### config.mk
export PLATFORM = sky130hd
export DESIGN_NAME = seq_scan_ctrl_flat
export DESIGN_NICKNAME = d
export VERILOG_FILES = /design/src/rtl/seq_scan_ctrl_pkg.sv /design/src/rtl/seq_scan_ctrl_if.sv /design/src/rtl/seq_scan_ctrl_tick_gen.sv /design/src/rtl/seq_scan_ctrl.sv /design/src/flat_wrapper.sv
export SDC_FILE = /design/constraint.sdc
export NUM_CORES = 1
export LEC_CHECK = 0
export BUFFER_PORTS_ARGS = -buffer_cell sky130_fd_sc_hd__buf_2
export CAP_MARGIN = 20
export CORE_UTILIZATION = 62
export CTS_CLUSTER_DIAMETER = 120
export DETAILED_ROUTE_END_ITERATION = 10
export PLACE_DENSITY = 0.88
export SLEW_MARGIN = 5
export SYNTH_ARGS = -nofsm -noshare
export SYNTH_HDL_FRONTEND = slang
export SYNTH_SLANG_ARGS = --single-unit
export TNS_END_PERCENT = 100
### constraint.sdc
create_clock -name clk_i -period 3.6 [get_ports clk_i]
set_input_delay 0.36 -clock clk_i [delete_from_list [all_inputs] [get_ports clk_i]]
set_output_delay 0.36 -clock clk_i [all_outputs]
set_load 0.05 [all_outputs]
### src/rtl/seq_scan_ctrl_pkg.sv
// Shared definitions for the switch-scan sequencer: state encoding and default sizing.

package seq_scan_ctrl_pkg;

    typedef enum logic [1:0] {
        StIdle = 2'd0,
        StClr  = 2'd1,
        StScan = 2'd2,
        StDone = 2'd3
    } scan_state_e;

    localparam int unsigned NBitsDefault = 8;
    localparam int unsigned SimTickDiv   = 4;

endpackage

### src/rtl/seq_scan_ctrl_if.sv
// Handshake bundle between the scan sequencer (slave) and its user/detector side (master).

interface seq_scan_ctrl_if
    import seq_scan_ctrl_pkg::*;
#(
    parameter int unsigned NBITS = NBitsDefault
);
    localparam int unsigned IdxW = (NBITS > 1) ? $clog2(NBITS) : 1;

    logic            start;
    logic            abort;
    logic            mode_cont;
    logic            fsm_z;
    logic [IdxW-1:0] bit_sel;
    logic            step;
    logic            fsm_clr;
    logic [NBITS-1:0] leds;
    logic            busy;
    logic            frame_done;
    logic            detect;

    modport slave (
        input  start, abort, mode_cont, fsm_z,
        output bit_sel, step, fsm_clr, leds, busy, frame_done, detect
    );

    modport master (
        output start, abort, mode_cont, fsm_z,
        input  bit_sel, step, fsm_clr, leds, busy, frame_done, detect
    );

endinterface

### src/rtl/seq_scan_ctrl_tick_gen.sv
// Step-rate divider: one-cycle tick every TICK_DIV cycles, restarted from zero by clr_i.

module scan_tick_gen #(
    parameter int unsigned TICK_DIV = 4
) (
    input  logic clk_i,
    input  logic rst_ni,
    input  logic clr_i,
    output logic tick_o
);
    localparam int unsigned CntW = (TICK_DIV > 2) ? $clog2(TICK_DIV) : 1;
    localparam logic [CntW-1:0] CntMax = CntW'(TICK_DIV - 1);

    logic [CntW-1:0] cnt_q, cnt_d;

    assign tick_o = (cnt_q == CntMax);

    always_comb begin
        cnt_d = cnt_q + 1'b1;
        if (clr_i || tick_o) begin
            cnt_d = '0;
        end
    end

    always_ff @(posedge clk_i or negedge rst_ni) begin
        if (!rst_ni) begin
            cnt_q <= '0;
        end else begin
            cnt_q <= cnt_d;
        end
    end

endmodule

### src/rtl/seq_scan_ctrl.sv
// Single-clock scan sequencer: drives the switch mux select, steps/clears the detector FSM
// and latches the per-frame detect result.

module seq_scan_ctrl
    import seq_scan_ctrl_pkg::*;
#(
    parameter int unsigned TICK_DIV = 25000000,
    parameter int unsigned NBITS    = NBitsDefault
) (
    input logic            clk_i,
    input logic            rst_ni,
    seq_scan_ctrl_if.slave scan_io
);
    localparam int unsigned IdxW = (NBITS > 1) ? $clog2(NBITS) : 1;
    localparam logic [IdxW-1:0] IdxLast = IdxW'(NBITS - 1);

    scan_state_e state_q, state_d;

    logic            sync1_q, sync2_q, edge_q;
    logic            start_pulse;
    logic [IdxW-1:0] idx_q, idx_d;
    logic            hit_q, hit_d;
    logic            mode_q, mode_d;
    logic            samp_q, samp_d;
    logic            detect_q, detect_d;
    logic            frame_done_q, frame_done_d;
    logic            busy_q, busy_d;
    logic [NBITS-1:0] leds_q, leds_d;

    logic tick;
    logic tick_clr;
    logic step;
    logic last_idx;

    assign start_pulse = sync2_q & ~edge_q;
    // Counter held at zero outside SCAN so the first step lands TICK_DIV cycles after CLR.
    assign tick_clr    = (state_q != StScan);
    assign step        = (state_q == StScan) & tick;
    assign last_idx    = (idx_q == IdxLast);

    scan_tick_gen #(
        .TICK_DIV (TICK_DIV)
    ) u_tick_gen (
        .clk_i  (clk_i),
        .rst_ni (rst_ni),
        .clr_i  (tick_clr),
        .tick_o (tick)
    );

    always_ff @(posedge clk_i or negedge rst_ni) begin
        if (!rst_ni) begin
            state_q <= StIdle;
        end else begin
            state_q <= state_d;
        end
    end

    always_comb begin
        state_d = state_q;
        unique case (state_q)
            StIdle, StDone: begin
                if (start_pulse) begin
                    state_d = StClr;
                end
            end
            StClr: begin
                state_d = scan_io.abort ? StIdle : StScan;
            end
            StScan: begin
                if (scan_io.abort) begin
                    state_d = StIdle;
                end else if (samp_q && last_idx && !mode_q) begin
                    state_d = StDone;
                end
            end
            default: state_d = StIdle;
        endcase
    end

    always_comb begin
        idx_d        = idx_q;
        hit_d        = hit_q;
        mode_d       = mode_q;
        samp_d       = 1'b0;
        detect_d     = detect_q;
        frame_done_d = 1'b0;
        unique case (state_q)
            StIdle, StDone: begin
                if (start_pulse) begin
                    mode_d = scan_io.mode_cont;
                end
            end
            StClr: begin
                idx_d = '0;
                hit_d = 1'b0;
            end
            StScan: begin
                if (scan_io.abort) begin
                    idx_d = '0;
                    hit_d = 1'b0;
                end else begin
                    samp_d = step;
                    // fsm_z reflects the bit consumed on the preceding step cycle.
                    if (samp_q) begin
                        hit_d = hit_q | scan_io.fsm_z;
                        if (last_idx) begin
                            detect_d     = hit_q | scan_io.fsm_z;
                            frame_done_d = 1'b1;
                            idx_d        = '0;
                            if (mode_q) begin
                                hit_d = 1'b0;
                            end
                        end else begin
                            idx_d = idx_q + 1'b1;
                        end
                    end
                end
            end
            default: begin
                idx_d = '0;
                hit_d = 1'b0;
            end
        endcase
    end

    always_comb begin
        busy_d = (state_d == StClr) || (state_d == StScan);
        leds_d = '0;
        if (busy_d) begin
            leds_d[idx_d] = 1'b1;
        end
    end

    always_ff @(posedge clk_i or negedge rst_ni) begin
        if (!rst_ni) begin
            sync1_q      <= 1'b0;
            sync2_q      <= 1'b0;
            edge_q       <= 1'b0;
            idx_q        <= '0;
            hit_q        <= 1'b0;
            mode_q       <= 1'b0;
            samp_q       <= 1'b0;
            detect_q     <= 1'b0;
            frame_done_q <= 1'b0;
            busy_q       <= 1'b0;
            leds_q       <= '0;
        end else begin
            sync1_q      <= scan_io.start;
            sync2_q      <= sync1_q;
            edge_q       <= sync2_q;
            idx_q        <= idx_d;
            hit_q        <= hit_d;
            mode_q       <= mode_d;
            samp_q       <= samp_d;
            detect_q     <= detect_d;
            frame_done_q <= frame_done_d;
            busy_q       <= busy_d;
            leds_q       <= leds_d;
        end
    end

    assign scan_io.bit_sel    = idx_q;
    assign scan_io.step       = step;
    assign scan_io.fsm_clr    = (state_q == StClr);
    assign scan_io.leds       = leds_q;
    assign scan_io.busy       = busy_q;
    assign scan_io.frame_done = frame_done_q;
    assign scan_io.detect     = detect_q;

endmodule

### src/flat_wrapper.sv
// flat-port wrapper written by rule: the top's interface ports become plain ports
module seq_scan_ctrl_flat import seq_scan_ctrl_pkg::*;
#(
    parameter int unsigned TICK_DIV = 25000000,
    parameter int unsigned NBITS    = NBitsDefault
)
  (clk_i, rst_ni, scan_io_start, scan_io_abort, scan_io_mode_cont, scan_io_fsm_z, scan_io_bit_sel, scan_io_step, scan_io_fsm_clr, scan_io_leds, scan_io_busy, scan_io_frame_done, scan_io_detect);
  seq_scan_ctrl_if #(.NBITS(NBITS)) scan_io_i ();
  input logic clk_i;
  input logic rst_ni;
  input wire logic [$bits(scan_io_i.start)-1:0] scan_io_start;
  input wire logic [$bits(scan_io_i.abort)-1:0] scan_io_abort;
  input wire logic [$bits(scan_io_i.mode_cont)-1:0] scan_io_mode_cont;
  input wire logic [$bits(scan_io_i.fsm_z)-1:0] scan_io_fsm_z;
  output wire logic [$bits(scan_io_i.bit_sel)-1:0] scan_io_bit_sel;
  output wire logic [$bits(scan_io_i.step)-1:0] scan_io_step;
  output wire logic [$bits(scan_io_i.fsm_clr)-1:0] scan_io_fsm_clr;
  output wire logic [$bits(scan_io_i.leds)-1:0] scan_io_leds;
  output wire logic [$bits(scan_io_i.busy)-1:0] scan_io_busy;
  output wire logic [$bits(scan_io_i.frame_done)-1:0] scan_io_frame_done;
  output wire logic [$bits(scan_io_i.detect)-1:0] scan_io_detect;
  assign scan_io_i.start = scan_io_start;
  assign scan_io_i.abort = scan_io_abort;
  assign scan_io_i.mode_cont = scan_io_mode_cont;
  assign scan_io_i.fsm_z = scan_io_fsm_z;
  assign scan_io_bit_sel = scan_io_i.bit_sel;
  assign scan_io_step = scan_io_i.step;
  assign scan_io_fsm_clr = scan_io_i.fsm_clr;
  assign scan_io_leds = scan_io_i.leds;
  assign scan_io_busy = scan_io_i.busy;
  assign scan_io_frame_done = scan_io_i.frame_done;
  assign scan_io_detect = scan_io_i.detect;
  seq_scan_ctrl #(.TICK_DIV(TICK_DIV), .NBITS(NBITS)) u_core (.clk_i(clk_i), .rst_ni(rst_ni), .scan_io(scan_io_i));
endmodule
==> results.py, run 1 <==
metrics = {
    "power_and_ir_drop": {
        "swShare_pct": 34.8,
        "p_comb_share_pct": 27.6,
        "seq_power_share_pct": 46.2,
        "ir_worst_vdd_uv": 467,
        "p_int_mw": 0.836,
        "power.leakage_nw": 1.09,
        "clock_power_share_pct": 26.2,
        "power_switching_mw": 0.446,
        "p_per_area_nw_per_um2": 535,
    },
    "yosys": {
        "synthCells": 208,
        "synth.distinct_cells": 35,
        "ys_seq_elements": 47,
        "ys_seq_area_share_pct": 55.0,
        "ys.warnings.count": 0,
        "syn_area_um2": 2140,
        "syn_nets": 219,
        "postSynthAreaPerCell_um2": 10.3,
    },
    "setup_path": {
        "crit_arrival_ns": 2.24,
        "criticalPathCategory": "flip-flop to output pin",
        "cp-start-kind": "flip-flop",
        "cp-end-kind": "output pin",
        "cp_data_required_time_ns": 3.24,
        "critPathMaxFanout": 4,
    },
    "cts": {
        "clock_path_buffers": 2,
        "htree_num_levels": 2,
        "cts_buffers": 5,
        "cts_tree": "built",
        "cts_setup_buffers": 0,
        "cts-root-buf": "clkbuf_4",
        "holdBufCountCts": 0,
        "clk_latency_ns": 0.36,
        "cts_resized": 0,
        "path_clk_slew_ns": 0.13,
        "cts.sinks": 47,
    },
    "global_routing": {
        "grt_overflow_total": 0,
        "grt_max_degree": 48,
        "antenna_found_initial": 0,
        "grt_pass1_wl_um": 6400,
        "grt_util_all_layers_pct": 24.0,
        "grt_pass1_vias": 1423,
    },
    "placed_design": {
        "dp_hpwl_um": 2610,
        "gp_congestion": 0.811,
        "pre_cts_ws_ns": 1.25,
        "portBuffers": 21,
    },
    "floorplanning": {
        "coreArea_um2": 3150,
        "rows": 20,
        "start_util_pct": 67.8,
        "die_area_um2": 3690,
        "fp.dieH_um": 60.7,
        "ios": 22,
        "die_w_um": 60.7,
    },
    "flow_run": {
        "maxCapViolations": 0,
    },
    "timing": {
        "period_share_pct": 72.2,
        "hold_violations": 0,
        "worst_slack_ns": 1.00,
        "setup_violations": 0,
        "worst_pin_slew_ns": 0.819,
        "final.min_clock_period_ns": 2.60,
        "slew_violations": 0,
        "rsz0062_at_grt": "no",
        "fin_skew_ns": 0.00874,
        "tns_ns": 0,
        "fmax_ghz": 0.385,
        "max_slew_margin_pct": 45.0,
    },
    "finish": {
        "drive_above_1_share_pct": 14.0,
        "layout_common_cells": "47 x dfrtp_1, 39 x nor2_1, 21 x buf_2",
        "area_growth_pct": 12.1,
        "mostFrequentLayoutCell": "dfrtp_1",
        "nNetsFinal": 245,
        "antenna_cells": 0,
    },
    "status": {
        "run_status": "finished, final reports clean",
    },
    "route": {
        "avgRoutedWirePerCell_um": 13.6,
        "via_per_inst": 5.61,
        "drtIter0Drc": 109,
        "postRouteWirelength_um": 3790,
        "highest_layer": "met4",
        "drt_pass1_iterations": 4,
        "ant_nets": 0,
        "vias": 1566,
        "met2WireLength_um": 1760,
        "met1_length_um": 1810,
        "wl_met3_um": 185,
        "drc": 0,
    },
    "min_path": {
        "worstHoldPathType": "input pin to flip-flop",
    },
}
==> stage by stage <==
| stage | cell area [um^2] | hold slack [ns] | instances | total power [mW] | util, % |
|---|---|---|---|---|---|
| after floorplan | 2140 | 0.0644 | 208 | 0.916 | - |
| after global placement | 2270 | 0.337 | 269 | 0.946 | 71.9 |
| after detailed placement | 2270 | 0.338 | 269 | 0.948 | 71.9 |
| after CTS | 2360 | 0.0841 | 277 | 1.29 | 74.8 |
| after global routing | 2400 | 0.0760 | 279 | 1.35 | 76.0 |
| final | 2400 | 0.0959 | 279 | 1.28 | 76.0 |
==> power groups by stage <==
stage | Combinational [mW] | Sequential [mW] | Clock (mW)
floorplan | 0.279 | 0.637 | 0
global placement | 0.344 | 0.601 | 0
detailed placement | 0.345 | 0.603 | 0
CTS | 0.347 | 0.592 | 0.347
global route | 0.387 | 0.599 | 0.365
finish | 0.353 | 0.593 | 0.336
==> worst max-delay path, stage by stage, from the launching register on <==
cell and delay (ns):
dfrtp_1 0.41, ha_1 0.22, and3_1 0.20, nand3_1 0.18, or4_4 0.48, nor2_1 0.12, buf_2 0.27
==> routing by layer <==
layer	up-vias	GRT usage, %
li1	765	-
met1	752	33.7
met2	44	35.3
met3	5	6.82
met4	0	10.1
met5	-	0
==> final timing paths <==
| kind | endpoint | cells past startpoint | from | slack, ns |
|---|---|---|---|---|
| hold / removal | u_core.sync1_q | 1 | scan_io_start | 0.1 |
| min in group asynchronous | u_core.u_tick_gen.cnt_q[20] | 2 | rst_ni | 0.50 |
| setup reg to reg | u_core.u_tick_gen.cnt_q[13] | 6 | u_core.u_tick_gen.cnt_q[0] | 1.19 |
| hold reg to reg | u_core.sync2_q | 0 | u_core.sync1_q | 0.37 |
| max in group asynchronous | u_core.mode_q | 3 | rst_ni | 2.61 |
| setup / recovery | scan_io_step | 6 | u_core.u_tick_gen.cnt_q[0] | 1.00 |
==> sequential cells by signal, summed over array words and instances, names as in the netlist <==
signal / cells
u_core.hit_q: 1
u_core.scan_io.detect: 1
u_core.scan_io.leds: 8
u_core.sync1_q: 1
u_core.u_tick_gen.cnt_q: 25
u_core.scan_io.busy: 1
u_core.state_q: 2
u_core.sync2_q: 1
u_core.mode_q: 1
u_core.scan_io.bit_sel: 3
u_core.samp_q: 1
u_core.edge_q: 1
u_core.scan_io.frame_done: 1
==> cell usage after synthesis <==
cell	n	area [um^2]
dfrtp_1	47	1180
nor2_1	39	146
xor2_1	18	158
nand2_1	15	56.3
nand3_1	11	55.1
nand4_1	11	68.8
nor3_1	9	45.0
xnor2_1	6	52.6
and3_1	5	31.3
ha_1	5	62.6
inv_1	5	18.8
a21oi_1	4	20.0
nand2b_1	4	25.0
nor2b_1	4	25.0
nor4_1	3	18.8
buf_4	2	15.0
o22a_1	2	17.5
a211o_1	1	8.76
a21o_1	1	7.51
a22o_1	1	8.76
a32oi_1	1	8.76
and2_1	1	6.26
and4_1	1	8.76
buf_6	1	11.3
clkbuf_1	1	3.75
mux2_2	1	11.3
nor4_2	1	12.5
o21a_1	1	7.51
o21ai_0	1	5.00
o21ai_1	1	5.00
o21bai_1	1	7.51
o31a_1	1	8.76
o31ai_1	1	7.51
or3_1	1	6.26
or4_4	1	11.3
==> layout make-up <==
type / count / area, um^2
clock buffers: 6 / 51.3
multi-input cells: 152 / 913
flip-flops and latches: 47 / 1180
repair buffers: 23 / 143
clock inverters: 2 / 38.8
inverters: 5 / 18.8
well taps: 44 / 55.1
fillers: 241 / 757
==> cell families after synthesis <==
| group | synth area share, % |
|---|---|
| and+or+nand+nor | 24.2 |
| DFF | 55.0 |
| xor gates and xnor gates | 9.83 |
| AOI/OAI and AO/OA | 5.27 |
| buffers and inverters | 2.28 |
| adders and majority gates | 2.93 |
| muxes | 0.527 |
Power figures use the tool's default switching activity.
==> inputs of run 2 (changes only) <==
CORE_UTILIZATION = 57   (was 62)
PLACE_DENSITY = 0.83   (was 0.88)
clock period = 2.4 ns   (was 3.6 ns; I/O delays follow)
==> results.py, run 2 (synthesized netlist as in run 1, its figures left out) <==
metrics = {
    "flow_run": {
        "maxCapViolations": 0,
    },
    "power_and_ir_drop": {
        "swShare_pct": 32.7,
        "p_comb_share_pct": 26.5,
        "p_per_area_nw_per_um2": 862,
        "seq_power_share_pct": 41.7,
        "ir_worst_vdd_uv": 727,
        "power.leakage_nw": 1.12,
        "power_switching_mw": 0.698,
        "clock_power_share_pct": 31.7,
        "p_int_mw": 1.43,
    },
    "setup_path": {
        "criticalPathCategory": "flip-flop to output pin",
        "cp_top_family": "simple AND/OR/NAND/NOR gates",
        "startpoint": "u_core.u_tick_gen.cnt_q[0]",
        "cp_data_required_time_ns": 2.16,
        "timing.rr.start": "u_core.state_q[0]",
        "path_buf_inv": 1,
        "cp-start-kind": "flip-flop",
        "cp-end-kind": "output pin",
        "critPathMaxStageDelay_ns": 0.47,
        "crit_arrival_ns": 2.06,
        "path_cells": "ha_1, and3_1, nand3_1, or4_4, nor2_1, buf_4",
        "critPathMaxFanout": 4,
        "slowest_stage": "or4_4",
    },
    "cts": {
        "path_clk_slew_ns": 0.08,
        "cts_buffers": 5,
        "cts_tree": "built",
        "clk_latency_ns": 0.29,
        "cts-root-buf": "clkbuf_8",
        "cts.sinks": 47,
        "clock_path_buffers": 2,
        "htree_num_levels": 2,
    },
    "timing": {
        "slew_violations": 0,
        "setup_violations": 0,
        "period_share_pct": 95.7,
        "fmax_ghz": 0.435,
        "hold_violations": 0,
        "tns_ns": 0,
        "fin_skew_ns": 0.00481,
        "hold_slack_ns": 0.0471,
        "rsz0062_at_grt": "no",
        "max_slew_margin_pct": 70.4,
        "final.min_clock_period_ns": 2.30,
        "worst_pin_slew_ns": 0.440,
    },
    "min_path": {
        "worstHoldPathType": "input pin to flip-flop",
        "min_from": "scan_io_start",
    },
    "floorplanning": {
        "coreArea_um2": 3470,
        "ios": 22,
        "rows": 21,
        "start_util_pct": 61.7,
        "die_w_um": 63.3,
        "fp.dieH_um": 63.3,
        "die_area_um2": 4000,
    },
    "route": {
        "drc": 0,
        "drtIter0Drc": 120,
        "vias": 1623,
        "drt_pass1_iterations": 4,
        "via_per_inst": 5.66,
        "avgRoutedWirePerCell_um": 14.5,
        "ant_nets": 0,
        "postRouteWirelength_um": 4170,
    },
    "status": {
        "run_status": "finished, final reports clean",
    },
    "finish": {
        "largest_register_ffs": 25,
        "area_growth_pct": 15.7,
        "layout_common_cells": "47 x dfrtp_1, 39 x nor2_1, 20 x buf_2",
        "mostFrequentLayoutCell": "dfrtp_1",
        "antenna_cells": 0,
        "regMostFlops": "u_core.u_tick_gen.cnt_q",
        "drive_above_1_share_pct": 16.6,
        "nNetsFinal": 251,
        "nFillCells": 285,
    },
    "global_routing": {
        "grt_util_all_layers_pct": 23.0,
        "grt_max_degree": 33,
        "grt_pass1_wl_um": 7180,
        "antenna_found_initial": 0,
        "grt_pass1_vias": 1618,
        "grt_overflow_total": 0,
    },
    "placed_design": {
        "portBuffers": 21,
        "dp_hpwl_um": 2710,
        "gp_congestion": 0.801,
    },
}
[run 2: worst paths after layout]
check / endpoint / slack (ns) / cells past startpoint
hold / removal: u_core.sync1_q / 0.05 / 1
max in group asynchronous: u_core.scan_io.bit_sel[1] / 1.28 / 3
setup / recovery: scan_io_step / 0.10 / 6
setup reg to reg: u_core.scan_io.leds[0] / 0.23 / 6
min in group asynchronous: u_core.u_tick_gen.cnt_q[24] / 0.41 / 2
hold reg to reg: u_core.sync2_q / 0.36 / 0
[run 2: final cells by class]
| class | instances | area, um^2 | share of cell area, % |
|---|---|---|---|
| clock inverters | 3 | 67.6 | 2.73 |
| multi-input cells | 152 | 916 | 37.0 |
| repair buffers | 29 | 170 | 6.88 |
| inverters | 5 | 18.8 | 0.758 |
| flip-flops and latches | 47 | 1180 | 47.5 |
| well taps | 46 | 57.6 | 2.33 |
| clock buffers | 5 | 68.8 | 2.78 |
[run 2: power groups by stage]
stage | clock [mW] | combinational, mW | sequential [mW]
finish | 0.677 | 0.566 | 0.890
CTS | 0.687 | 0.557 | 0.889
global route | 0.715 | 0.626 | 0.898
detailed placement | 0 | 0.544 | 0.905
floorplan | 0 | 0.419 | 0.955
global placement | 0 | 0.539 | 0.901
[run 2: timing repair]
| action | 4_1_cts | 5_1_grt |
|---|---|---|
| buffers inserted | 0 | 0 |
| endpoints found under the hold margin | 15 | 0 |
| hold buffers | 1 | 0 |
| setup endpoints to repair | 0 | 4 |
| resized for setup | 0 | 3 |
[run 2: metrics by stage]
step / instance area [um^2] / utilization, % / total power [mW] / cells / worst slack, ns
3_3_place_gp: 2320 / 67.0 / 1.44 / 278 / 0.261
6_report: 2470 / 71.4 / 2.13 / 287 / 0.104
5_1_grt: 2470 / 71.4 / 2.24 / 287 / 0.00666
2_1_floorplan: 2140 / - / 1.37 / 208 / 0.160
4_1_cts: 2470 / 71.2 / 2.13 / 287 / 0.0636
3_5_place_dp: 2320 / 67.0 / 1.45 / 278 / 0.156
[run 2: routing by layer]
metal	part of all wire, %	track usage, %	vias up
met2	49	38.8	33
met4	1.7	9.66	0
met3	3.4	3.99	7
met1	46	29.0	803
li1	-	-	780
met5	0	0	-
